==> src/rtl/prime_pkg.sv <==
// rtl/prime_pkg.sv - shared width default and FSM state encodings for the prime search controller
package prime_pkg;

    localparam int PRIME_WIDTH = 20;

    localparam logic [2:0] S_IDLE   = 3'd0;
    localparam logic [2:0] S_LOAD   = 3'd1;
    localparam logic [2:0] S_TEST   = 3'd2;
    localparam logic [2:0] S_ISSUE  = 3'd3;
    localparam logic [2:0] S_WAIT   = 3'd4;
    localparam logic [2:0] S_NEXT   = 3'd5;
    localparam logic [2:0] S_FINISH = 3'd6;

endpackage

==> src/rtl/prime_search_ctrl.sv <==
// rtl/prime_search_ctrl.sv - finds the largest prime below a limit by driving an external trial divider
module prime_search_ctrl
    import prime_pkg::*;
#(
    parameter int WIDTH = PRIME_WIDTH
) (
    input  logic             clk,
    input  logic             RTC_Reset,
    input  logic             start,
    input  logic [WIDTH-1:0] limit,
    input  logic             abort,
    output logic             div_req,
    output logic [WIDTH-1:0] div_dividend,
    output logic [WIDTH-1:0] div_divisor,
    input  logic             div_ack,
    input  logic             div_rem_zero,
    output logic             busy,
    output logic             done,
    output logic             found,
    output logic [WIDTH-1:0] prime,
    output logic [WIDTH-1:0] div_count
);

    localparam logic [WIDTH-1:0] L_ONE   = WIDTH'(1);
    localparam logic [WIDTH-1:0] L_TWO   = WIDTH'(2);
    localparam logic [WIDTH-1:0] L_THREE = WIDTH'(3);
    localparam logic [WIDTH-1:0] L_FOUR  = WIDTH'(4);

    logic [2:0]         r_state;
    logic [WIDTH-1:0]   r_limit;
    logic [WIDTH-1:0]   r_candidate;
    logic [WIDTH-1:0]   r_divisor;
    logic [WIDTH-1:0]   r_count;
    logic [WIDTH-1:0]   r_prime;
    logic               r_found;
    logic               r_div_req;

    logic [2*WIDTH-1:0] w_div_ext;
    logic [2*WIDTH-1:0] w_square;
    logic               w_sq_over;

    // Full double-width square so divisors near 2^(WIDTH/2) never wrap.
    assign w_div_ext = {{WIDTH{1'b0}}, r_divisor};
    assign w_square  = w_div_ext * w_div_ext;
    assign w_sq_over = w_square > {{WIDTH{1'b0}}, r_candidate};

    always_ff @(posedge clk or negedge RTC_Reset) begin
        if (!RTC_Reset) begin
            r_state     <= S_IDLE;
            r_limit     <= '0;
            r_candidate <= '0;
            r_divisor   <= '0;
            r_count     <= '0;
            r_prime     <= '0;
            r_found     <= 1'b0;
            r_div_req   <= 1'b0;
        end else if (abort && r_state != S_IDLE) begin
            r_state   <= S_IDLE;
            r_div_req <= 1'b0;
        end else begin
            case (r_state)
                S_IDLE: begin
                    if (start) begin
                        r_limit <= limit;
                        r_state <= S_LOAD;
                    end
                end
                S_LOAD: begin
                    r_candidate <= (r_limit < L_TWO) ? '0 : r_limit - L_ONE;
                    r_count     <= '0;
                    r_state     <= S_TEST;
                end
                S_TEST: begin
                    if (r_candidate < L_TWO) begin
                        r_prime <= '0;
                        r_found <= 1'b0;
                        r_state <= S_FINISH;
                    end else if (r_candidate < L_FOUR) begin
                        r_prime <= r_candidate;
                        r_found <= 1'b1;
                        r_state <= S_FINISH;
                    end else if (!r_candidate[0]) begin
                        r_state <= S_NEXT;
                    end else begin
                        r_divisor <= L_THREE;
                        r_state   <= S_ISSUE;
                    end
                end
                S_ISSUE: begin
                    if (w_sq_over) begin
                        r_prime <= r_candidate;
                        r_found <= 1'b1;
                        r_state <= S_FINISH;
                    end else begin
                        r_div_req <= 1'b1;
                        if (r_count != '1)
                            r_count <= r_count + L_ONE;
                        r_state <= S_WAIT;
                    end
                end
                S_WAIT: begin
                    if (div_ack) begin
                        r_div_req <= 1'b0;
                        if (div_rem_zero) begin
                            r_state <= S_NEXT;
                        end else begin
                            r_divisor <= r_divisor + L_TWO;
                            r_state   <= S_ISSUE;
                        end
                    end
                end
                S_NEXT: begin
                    r_candidate <= r_candidate - L_ONE;
                    r_state     <= S_TEST;
                end
                S_FINISH: begin
                    r_state <= S_IDLE;
                end
                default: begin
                    r_state   <= S_IDLE;
                    r_div_req <= 1'b0;
                end
            endcase
        end
    end

    assign div_req      = r_div_req;
    assign div_dividend = r_candidate;
    assign div_divisor  = r_divisor;
    assign busy         = (r_state != S_IDLE);
    assign done         = (r_state == S_FINISH);
    assign found        = r_found;
    assign prime        = r_prime;
    assign div_count    = r_count;

endmodule

==> config.mk <==
export PLATFORM = sky130hd
export DESIGN_NAME = prime_search_ctrl
export DESIGN_NICKNAME = d
export VERILOG_FILES = /design/src/rtl/prime_pkg.sv /design/src/rtl/prime_search_ctrl.sv
export SDC_FILE = /design/constraint.sdc
export NUM_CORES = 1
export LEC_CHECK = 0
export CAP_MARGIN = 40
export CELL_PAD_IN_SITES_DETAIL_PLACEMENT = 1
export CELL_PAD_IN_SITES_GLOBAL_PLACEMENT = 2
export CORE_UTILIZATION = 39
export CTS_CLUSTER_SIZE = 8
export DETAILED_ROUTE_END_ITERATION = 16
export PLACE_DENSITY_LB_ADDON = 0.1
export SLEW_MARGIN = 20
export SYNTH_ARGS = -nofsm -noshare
export SYNTH_HDL_FRONTEND = slang
export SYNTH_SLANG_ARGS = --single-unit
==> constraint.sdc <==
create_clock -name clk -period 11.9 [get_ports clk]
set_input_delay 2.38 -clock clk [delete_from_list [all_inputs] [get_ports clk]]
set_output_delay 2.38 -clock clk [all_outputs]
set_load 0.01 [all_outputs]
== Word level (Yosys, flattened, before mapping) ==
Index checks and enable logic that the tools add are counted.
W data, S select, Z words.

* $add $sub $neg: 4
* $mul: 1
* $lt $le $gt $ge: 4
* Equal/unequal tests: 20
* Muxes and demuxes: 32
* Bitwise gates (word level): 1
* Reduce and logical (&&, ||, !) cells: 16

{| class="wikitable"
|+ Operator list
! kind !! count
|-
| $mux W20 || 11
|-
| $pmux W20 S2 || 4
|-
| $gt A40 B20 Y1 || 1
|-
| $lt A20 B2 Y1 const B || 2
|-
| $mul A20 B20 Y40 || 1
|-
| $sub A20 B1 Y20 const B || 2
|-
| $mux W3 || 7
|-
| $add A20 B1 Y20 const B || 1
|-
| $add A20 B2 Y20 const B || 1
|-
| $lt A20 B3 Y1 const B || 1
|-
| $ne A20 B20 Y1 const B || 1
|-
| $ne A2 B2 Y1 const B || 8
|-
| $pmux W3 S5 || 1
|-
| $ne A3 B3 Y1 const B || 4
|-
| $eq A3 B3 Y1 const B || 3
|-
| $reduce_and A4 Y1 || 2
|-
| $reduce_bool A2 Y1 || 4
|-
| $reduce_and A7 Y1 || 1
|-
| $eq A3 B2 Y1 const B || 2
|-
| $mux W1 || 6
|-
| $reduce_and A3 Y1 || 2
|-
| $reduce_or A5 Y1 || 1
|-
| $reduce_and A2 Y1 || 2
|-
| $eq A3 B1 Y1 const B || 1
|-
| other kinds (9) || 9
|}

* Bits in registers: 105
* Bits of input ports: 26
* Output and inout bits: 84
* Logic and storage cells: 86

== Logic depth before layout (Yosys ltp) ==
Gate-level depths: netlist (run 1).

* Depth in word-level cells: 5
* Depth in mapped cells: 37
* Gate-level depth less buffers: 33

== Least setup slack after synthesis (run 1) ==
OpenSTA, ideal clock, no wires.

* Path kind: reg2reg
* Start point: reg r_divisor[2], in the netlist div_divisor[2]
* End point: reg r_found, in the netlist found
* Library setup time: 125 ps
* Arrival: 8,583 ps
* Required time: 11,775 ps
* Slack: 3,192 ps
* Stages on the path, launching flop included: 35
* Path buffers: 4
* Period minus slack after synthesis: 8,708 ps
* Cells stage by stage: dfrtp_1 > clkbuf_1 > clkbuf_1 > nand2_1 > fa_1 > inv_1 > fa_1 > inv_1 > fa_1 > inv_1 > fa_1 > inv_1 > fa_1 > inv_1 > fa_1 > inv_1 > fa_1 > inv_1 > ha_1 > buf_2 > nand2_1 > nor4_1 > a21oi_1 > nand2_1 > xor2_1 > ha_1 > nand4_1 > nor3_1 > a2111oi_0 > nand4_1 > nor4_4 > nand4_4 > o21ai_1 > buf_2 > mux2_2

* Cells in the longest elaborated chain, start to end: 4

{| class="wikitable"
|+ Ends and longest elaborated chain
! element !! RTL line !! source
|-
| start: declaration || prime_search_ctrl.sv:32 || <nowiki>logic [WIDTH-1:0] r_divisor;</nowiki>
|-
| start signal: assignment || prime_search_ctrl.sv:107 || <nowiki>r_divisor <= r_divisor + L_TWO;</nowiki>
|-
| $mul A20 B20 Y40 || prime_search_ctrl.sv:44 || <nowiki>assign w_square = w_div_ext * w_div_ext;</nowiki>
|-
| $gt A40 B20 Y1 || prime_search_ctrl.sv:45 || <nowiki>assign w_sq_over = w_square > {{WIDTH{1'b0}}, r_candidate};</nowiki>
|-
| $ne A2 B2 Y1 (no source line) || n/a ||
|-
| $reduce_and A4 Y1 (no source line) || n/a ||
|-
| end signal: assignment || prime_search_ctrl.sv:55 || <nowiki>r_found <= 1'b0;</nowiki>
|-
| end signal: assignment || prime_search_ctrl.sv:76 || <nowiki>r_found <= 1'b0;</nowiki>
|-
| end signal: assignment || prime_search_ctrl.sv:80 || <nowiki>r_found <= 1'b1;</nowiki>
|-
| end: declaration || prime_search_ctrl.sv:35 || <nowiki>logic r_found;</nowiki>
|}

Every way passes these cells.
A chain may end at the register's enable or synchronous reset.

== Final worst setup path (run 1) ==
* Start point: reg r_divisor[11], in the netlist div_divisor[11]
* End point: reg r_prime[17], in the netlist prime[17]

* Cells in the longest elaborated chain, start to end: 4

{| class="wikitable"
|+ Ends and longest elaborated chain
! element !! RTL line !! source
|-
| $mul A20 B20 Y40 || prime_search_ctrl.sv:44 ||
|-
| $gt A40 B20 Y1 || prime_search_ctrl.sv:45 ||
|-
| $ne A2 B2 Y1 (no source line) || n/a ||
|-
| $reduce_and A4 Y1 (no source line) || n/a ||
|-
| end signal: assignment || prime_search_ctrl.sv:79 || <nowiki>r_prime <= r_candidate;</nowiki>
|-
| end signal: assignment || prime_search_ctrl.sv:91 || <nowiki>r_prime <= r_candidate;</nowiki>
|-
| end: declaration || prime_search_ctrl.sv:34 || <nowiki>logic [WIDTH-1:0] r_prime;</nowiki>
|}

Every way passes these cells.

==> results of run 1 <==
critical path: cells and delay by family, from the launching register on:
kind                       cells  cell delay (ps)
buffers and inverters          6             1000
AOI/OAI and AO/OA              4             1420
xor gates and xnor gates       1              140
adders and majority gates      9             4230
DFF                            1              900
and+or+nand+nor                8             1900
muxes                          1              380
Yosys cell counts (15+ instances only):
cell type | instances | share of area
nand2_1 | 197 | 0.041
xor2_1 | 26 | 0.012
nand4_1 | 28 | 0.0096
o21ai_0 | 65 | 0.018
nor3_1 | 30 | 0.0082
xnor2_1 | 45 | 0.022
and2_1 | 74 | 0.025
fa_1 | 279 | 0.31
clkbuf_1 | 69 | 0.014
a21o_1 | 19 | 0.0078
mux2_2 | 40 | 0.025
and3_1 | 15 | 0.0051
inv_1 | 417 | 0.086
a21oi_1 | 84 | 0.023
dfrtp_1 | 105 | 0.14
nor2_1 | 85 | 0.017
nand3_1 | 34 | 0.0093
nor4_1 | 23 | 0.0079
ha_1 | 173 | 0.12
flip-flops by register name (all words and copies together), names as in the netlist:
name,cells
div_dividend,20
div_req,1
found,1
div_count,20
r_state,3
prime,20
r_limit,20
div_divisor,20
power by group through the flow:
stage | registers, mW | logic, mW | clock network (mW)
floorplan | 0.606 | 0.636 | 0
global placement | 0.668 | 1.00 | 0
detailed placement | 0.671 | 1.03 | 0
CTS | 0.664 | 1.04 | 0.341
global route | 0.685 | 1.14 | 0.348
finish | 0.662 | 1.02 | 0.326
cell families (layout without fill, tap and decap cells):
logic type | count (synthesis) | after routing | share of synthesized area
xor gates and xnor gates | 71 | 71 | 0.0341
muxes | 49 | 49 | 0.0296
DFF | 105 | 105 | 0.144
buffers and inverters | 509 | 574 | 0.107
adders and majority gates | 452 | 452 | 0.425
AOI/OAI and AO/OA | 296 | 296 | 0.105
and+or+nand+nor | 564 | 564 | 0.155
final timing paths:
kind,startpoint,to,slack [ps],cells past startpoint
setup / recovery,div_divisor[11],prime[17],1790,29
setup reg to reg,div_divisor[11],prime[17],1790,29
max in group asynchronous,RTC_Reset,div_divisor[16],8840,3
min in group asynchronous,RTC_Reset,r_limit[8],1980,1
hold reg to reg,prime[1],prime[1],510,1
hold / removal,prime[1],prime[1],510,1
layout make-up:
cell class / count / area, µm²
Clock buffer: 10 / 239
Tap cell: 600 / 751
Sequential cell: 105 / 2630
Fill cell: 5349 / 25500
Timing Repair Buffer: 138 / 1350
Multi-Input combinational cell: 1432 / 13700
Clock inverter: 6 / 68.8
Inverter: 420 / 1580
per-layer routing:
metal,up-vias,track usage
li1,6723,-
met1,7348,0.339
met2,225,0.421
met3,49,0.0306
met4,0,0.0557
met5,-,0
==> results.cfg, run 1 <==
[detailed_routing]
drc = 0
route.met2.wl_mm = 27.3
routed.top_layer = met4
wire_per_inst_um = 20.6
ant_nets = 0
num_vias = 14300
drtIter0Drc = 633
wl_met1_mm = 25.8
firstDrtPassIters = 5
routed_via_density = 5.29
routed_wl_mm = 55.8
wl_met3_mm = 1.83

[timing]
finalCritPeriodShare = 0.850
whs_ps = 515
slew_headroom = 0.434
maxSlewViolCount = 0
setup_viol = 0
worstMarginPinSlew_ps = 850
timing.final.ws_setup_ps = 1790
fin_crit_ps = 10110
hold_viol_final = 0
rsz0062_at_grt = false
fmax_ghz = 0.0989
final.setup.tns_ps = 0
fin_skew_ps = 16.1

[placement]
gp_congestion = 0.862
post-dp-hpwl_mm = 45.9
io_buffer_count = 109
place_area_um2 = 20000
dp_cells = 2694
pre_cts_slack_ps = 1810

[logic_synthesis]
synthFlopType = dfrtp_1
yosys_warnings = 0
ys_async_sr_fraction = 1.00
syn_area_per_cell_um2 = 8.91
seq_area_frac_synth = 0.144
syn_inst = 2046
synth_nets = 2524
synth_edf_count = 0
ys_ff_latch = 105
synth_cell_types = 81
syn_area_um2 = 18200

[worst_setup_path]
cpPeakStageDelay_ps = 900
cp_max_fo = 36
crit_top_cell = fa_1
worstSetupPathType = reg -> reg
critPathArrivalTime_ps = 10390
critPathSlowestCell = dfrtp_1
worst_setup_path_start_kind = register
endpoint_kind = register
required_ps = 12170

[clock_tree]
clk_pin_slew_ps = 80
cts_tree = done
clkSinkCount = 105
cts_setup_buffers = 0
root_buffer = clkbuf_16
cts_hold_buffers = 0
cts_max_path_buffers = 2
numCtsBuffers = 9
cts_resized = 0
cts_max_level = 3
clk_latency_ps = 400

[cells_and_area]
fin_cells = 2711
utilization = 0.443
layout_common_cells = inv_1 (417), fa_1 (279), nand2_1 (197)
num_antenna_cells = 0
mostFrequentLayoutCell = inv_1
drive_above_1_share = 0.0502
final_area_um2 = 20300
synthToLayoutAreaGrowth_pct = 11.2
nNetsFinal = 2584

[power_and_ir_drop]
sw_frac_of_total = 0.456
internal-power_mw = 1.09
p_per_area_nw_per_um2 = 99.1
total_power_mw = 2.01
p_switching_mw = 0.915
p_leak_nw = 10.5
pwr-share-seq = 0.330
irDropWorstVdd_mv = 0.113
pwr-share-comb = 0.508
power_frac_clock = 0.162

[die]
io_pins = 110
initial_utilization = 0.398
rows = 78
coreArea_um2 = 45800
die_h_um = 218
dieArea_um2 = 47600
die_x_um = 218

[grt]
grt_pass1_wl_mm = 91.3
grt_use_total = 0.249
grt_overflow = 0
antenna_found_initial = 0
grt_max_degree = 43
grt_pass1_vias = 16000

[worst_hold_path]
min_path_type = reg -> reg

[flow_run]
drv_cap = 0

[outcome]
status = finished, final reports clean
Note: power is estimated with default switching activity, not from simulation.
==> run 2: changes to the inputs <==
Settings changed: CORE_UTILIZATION 39 to 35.
Clock period 11.9 ns to 8.35 ns, I/O delays scaled along.
==> results.cfg, run 2 (synthesis gave the netlist of run 1 again) <==
[die]
die_x_um = 230
dieArea_um2 = 53000
rows = 83
die_h_um = 230
initial_utilization = 0.355
io_pins = 110
coreArea_um2 = 51400

[clock_tree]
clk_latency_ps = 390
clkSinkCount = 105
numCtsBuffers = 9
cts_max_level = 3
cts_tree = done
root_buffer = clkbuf_16
cts_max_path_buffers = 2
clk_pin_slew_ps = 90

[worst_setup_path]
worst_setup_path_start_kind = register
r2r-end = div_count[19]
r2r_setup_slack_ps = -60
required_ps = 8670
cp_max_fo = 6
endpoint_kind = register
critPathArrivalTime_ps = 8730
critPathSlowestCell = fa_1
worstSetupPathType = reg -> reg
crit_top_cell = fa_1
reg2reg_from = div_divisor[4]
reg2reg_depth = 33
cpPeakStageDelay_ps = 580

[timing]
finalCritPeriodShare = 1.01
rsz0062_at_grt = true
fmax_ghz = 0.119
slew_headroom = 0.457
whs_ps = 514
setup_viol = 31
fin_crit_ps = 8410
final.setup.tns_ps = -724
maxSlewViolCount = 0
timing.final.ws_setup_ps = -58.7
worstMarginPinSlew_ps = 809
fin_skew_ps = 18.6
hold_viol_final = 0

[flow_run]
drv_cap = 0

[grt]
grt_use_total = 0.233
grt_pass1_vias = 17300
top_usage_layer = met2
grt_use_met1 = 0.303
grt_pass1_wl_mm = 95.9
met3_usage = 0.0272
antenna_found_initial = 0
grt_max_degree = 59
grt_overflow = 0
groute.layer.met2.usage = 0.409

[cells_and_area]
nFillCells = 5888
synthToLayoutAreaGrowth_pct = 25.4
final_area_um2 = 22900
drive_above_1_share = 0.192
layout_common_cells = inv_1 (403), fa_1 (273), buf_4 (228)
fin_cells = 3020
nNetsFinal = 2812
multiInputGateArea_um2 = 14200
mostFrequentLayoutCell = inv_1
register_area_um2 = 2640

[power_and_ir_drop]
irDropWorstVdd_mv = 0.131
p_per_area_nw_per_um2 = 137
pwr-share-seq = 0.293
p_switching_mw = 1.40
total_power_mw = 3.12
power_frac_clock = 0.148
p_leak_nw = 11.8
pwr-share-comb = 0.559
sw_frac_of_total = 0.448
internal-power_mw = 1.73

[detailed_routing]
wire_per_inst_um = 19.7
num_vias = 15300
drc = 0
ant_nets = 0
routed_via_density = 5.06
routed_wl_mm = 59.4
drtIter0Drc = 534
firstDrtPassIters = 5

[placement]
dp_cells = 2934
place_area_um2 = 21300
gp_congestion = 0.864
post-dp-hpwl_mm = 48.6
io_buffer_count = 109

[worst_hold_path]
min_path_type = reg -> reg
whs_path_depth = 1
min_to = prime[16]
hp-start = prime[16]

[outcome]
status = complete, but fails checks
violations = setup timing
## run 2: layout make-up
class | count | area share
antenna | 1 | 0.000109
clock buffer | 9 | 0.00985
clock inverter | 7 | 0.00399
inverter | 420 | 0.0695
multi-input combinational | 1432 | 0.623
sequential | 105 | 0.115
tap | 680 | 0.0372
timing repair buffer | 366 | 0.141
## run 2: repair_timing
item / CTS / global route
hold buffers: 0 / 0
endpoints found under the setup margin: 43 / 43
cloned: 2 / 0
pin swaps: 100 / 44
buffers inserted: 52 / 15
gates resized for setup: 113 / 66
## run 2: metrics by stage
step,util,setup WS [ps]
2_1_floorplan,-,12.6
3_3_place_gp,0.414,-191
3_5_place_dp,0.414,-322
4_1_cts,0.438,-8.38
5_1_grt,0.445,-454
6_report,0.445,-58.7
## run 2: power by group through the flow
stage / Sequential, mW / Combinational [mW] / Clock [mW]
after floorplan: 0.864 / 0.910 / 0
after global placement: 0.920 / 1.56 / 0
after detailed placement: 0.925 / 1.61 / 0
after CTS: 0.919 / 1.73 / 0.485
after global routing: 0.947 / 1.92 / 0.494
final: 0.914 / 1.75 / 0.464
## run 2: metal layers
layer	vias up	share of wire
met5	-	0
met4	0	0.021
met3	58	0.025
met2	196	0.50
met1	7840	0.45
li1	7180	-
## run 2: critical path: cells and delay by family (launching register included)
kind	cells	cell delay, ps
AOI/OAI and AO/OA	3	340
DFF	1	450
adders and majority gates	9	4170
xor gates and xnor gates	1	70
and+or+nand+nor	11	2280
buffers and inverters	9	970
## run 2: worst max path at each step
stage,slack [ps],endpoint,start
floorplan,10,div_count[15],div_divisor[2]
global placement,-190,div_count[15],div_divisor[4]
detailed placement,-320,div_count[5],div_divisor[5]
CTS,-8,div_count[4],div_divisor[4]
global route,-450,div_count[19],div_divisor[4]
finish,-60,div_count[19],div_divisor[4]
==> run 3: changes to the inputs <==
Settings changed: CORE_UTILIZATION 35 to 25, SETUP_SLACK_MARGIN from default to 0.5.
==> results.cfg, run 3 (synthesis gave the netlist of run 1 again) <==
[detailed_routing]
wl_met1_mm = 30.6
wl_met3_mm = 1.33
firstDrtPassIters = 4
drc = 0
num_vias = 15200
routed.top_layer = met4
route.met2.wl_mm = 33.2
ant_nets = 0
routed_via_density = 4.62
routed_wl_mm = 65.7
drtIter0Drc = 563
wire_per_inst_um = 20.0

[cells_and_area]
layout_common_cells = inv_1 (407), fa_1 (273), buf_4 (210)
drive_above_1_share = 0.191
num_antenna_cells = 0
nNetsFinal = 2807
utilization = 0.329
synthToLayoutAreaGrowth_pct = 29.5
mostFrequentLayoutCell = inv_1
final_area_um2 = 23600

[clock_tree]
cts_max_path_buffers = 2
numCtsBuffers = 9
clk_latency_ps = 400
clkSinkCount = 105
root_buffer = clkbuf_16
cts_tree = done
cts_max_level = 3
clk_pin_slew_ps = 100

[die]
dieArea_um2 = 74000
rows = 98
die_x_um = 272
coreArea_um2 = 71900
io_pins = 110
die_h_um = 272
initial_utilization = 0.254

[timing]
fin_skew_ps = 19.1
hold_viol_final = 0
maxSlewViolCount = 0
fin_crit_ps = 8320
timing.final.ws_setup_ps = 25.0
rsz0062_at_grt = true
worstMarginPinSlew_ps = 854
finalCritPeriodShare = 0.997
slew_headroom = 0.426
setup_viol = 0
fmax_ghz = 0.120

[worst_setup_path]
crit_top_cell = fa_1
cp_max_fo = 8
critPathArrivalTime_ps = 8650
worstSetupPathType = reg -> reg
crit_buf_inv = 11
critPathSlowestCell = fa_1
endpoint_kind = register
cpPeakStageDelay_ps = 550
cpLargestDelayFamily = adder cells
worst_setup_path_start_kind = register
required_ps = 8670

[power_and_ir_drop]
p_leak_nw = 12.0
irDropWorstVdd_mv = 0.134
power_frac_clock = 0.159
sw_frac_of_total = 0.449
pwr-share-comb = 0.555
p_per_area_nw_per_um2 = 138
p_switching_mw = 1.47
pwr-share-seq = 0.286
internal-power_mw = 1.80

[placement]
place_area_um2 = 21900
gp_congestion = 0.799
pre_cts_slack_ps = -498
io_buffer_count = 109
post-dp-hpwl_mm = 52.8

[grt]
antenna_found_initial = 0
grt_overflow = 0
grt_use_total = 0.184
grt_pass1_vias = 17300
grt_max_degree = 58
grt_pass1_wl_mm = 104

[outcome]
status = finished, final reports clean

[worst_hold_path]
min_path_type = reg -> reg

[flow_run]
drv_cap = 0
-- run 3: path summary, 6_finish.rpt --
path,slack [ps],to,from,depth (start not counted)
min in group asynchronous,1070,r_limit[9],RTC_Reset,1
worst max-delay path,30,div_count[4],div_divisor[10],30
worst min-delay path,520,prime[17],prime[17],1
max in group asynchronous,6440,div_count[12],RTC_Reset,3
worst max register to register,30,div_count[4],div_divisor[10],30
worst min register to register,520,prime[17],prime[17],1
-- run 3: layout make-up --
class                           count  area, µm²
Clock inverter                      6       96.3
Tap cell                          950       1190
Timing Repair Buffer              361       3410
Multi-Input combinational cell   1432      14500
Sequential cell                   105       2640
Fill cell                        8372      48200
Inverter                          420       1580
Clock buffer                       10        239
-- run 3: worst reg2reg max path: cells and delay by family, from the launching register on --
kind	cells	cell delay, ps
AOI/OAI and AO/OA	4	890
xor gates and xnor gates	1	160
adders and majority gates	8	3840
buffers and inverters	11	1230
DFF	1	490
and+or+nand+nor	6	1650
-- run 3: what timing repair did --
item / CTS / global route
gates resized for setup: 113 / 66
endpoints found under the setup margin: 43 / 43
hold buffers: 0 / 0
setup buffers: 30 / 12
gates cloned: 7 / 1
pin swaps: 55 / 53
-- run 3: stage by stage --
stage,hold slack [ps],setup TNS [ps],cells,power (mW)
floorplan,515,0,2046,1.81
global placement,494,-14950,3213,2.56
detailed placement,497,-16800,3216,2.59
CTS,523,-580,3269,3.29
global route,543,-11950,3284,3.53
finish,515,0,3284,3.27
-- run 3: power groups by stage --
stage	logic, mW	clock network [mW]	registers, mW
floorplan	0.946	0	0.866
detailed placement	1.65	0	0.947
CTS	1.80	0.548	0.939
global placement	1.62	0	0.943
finish	1.82	0.519	0.934
global route	2.01	0.560	0.967
-- run 3: per-layer routing --
metal	vias to the layer above	GRT usage
met4	0	0.0271
met1	7851	0.248
met5	-	0
met3	33	0.0160
met2	139	0.326
li1	7158	-
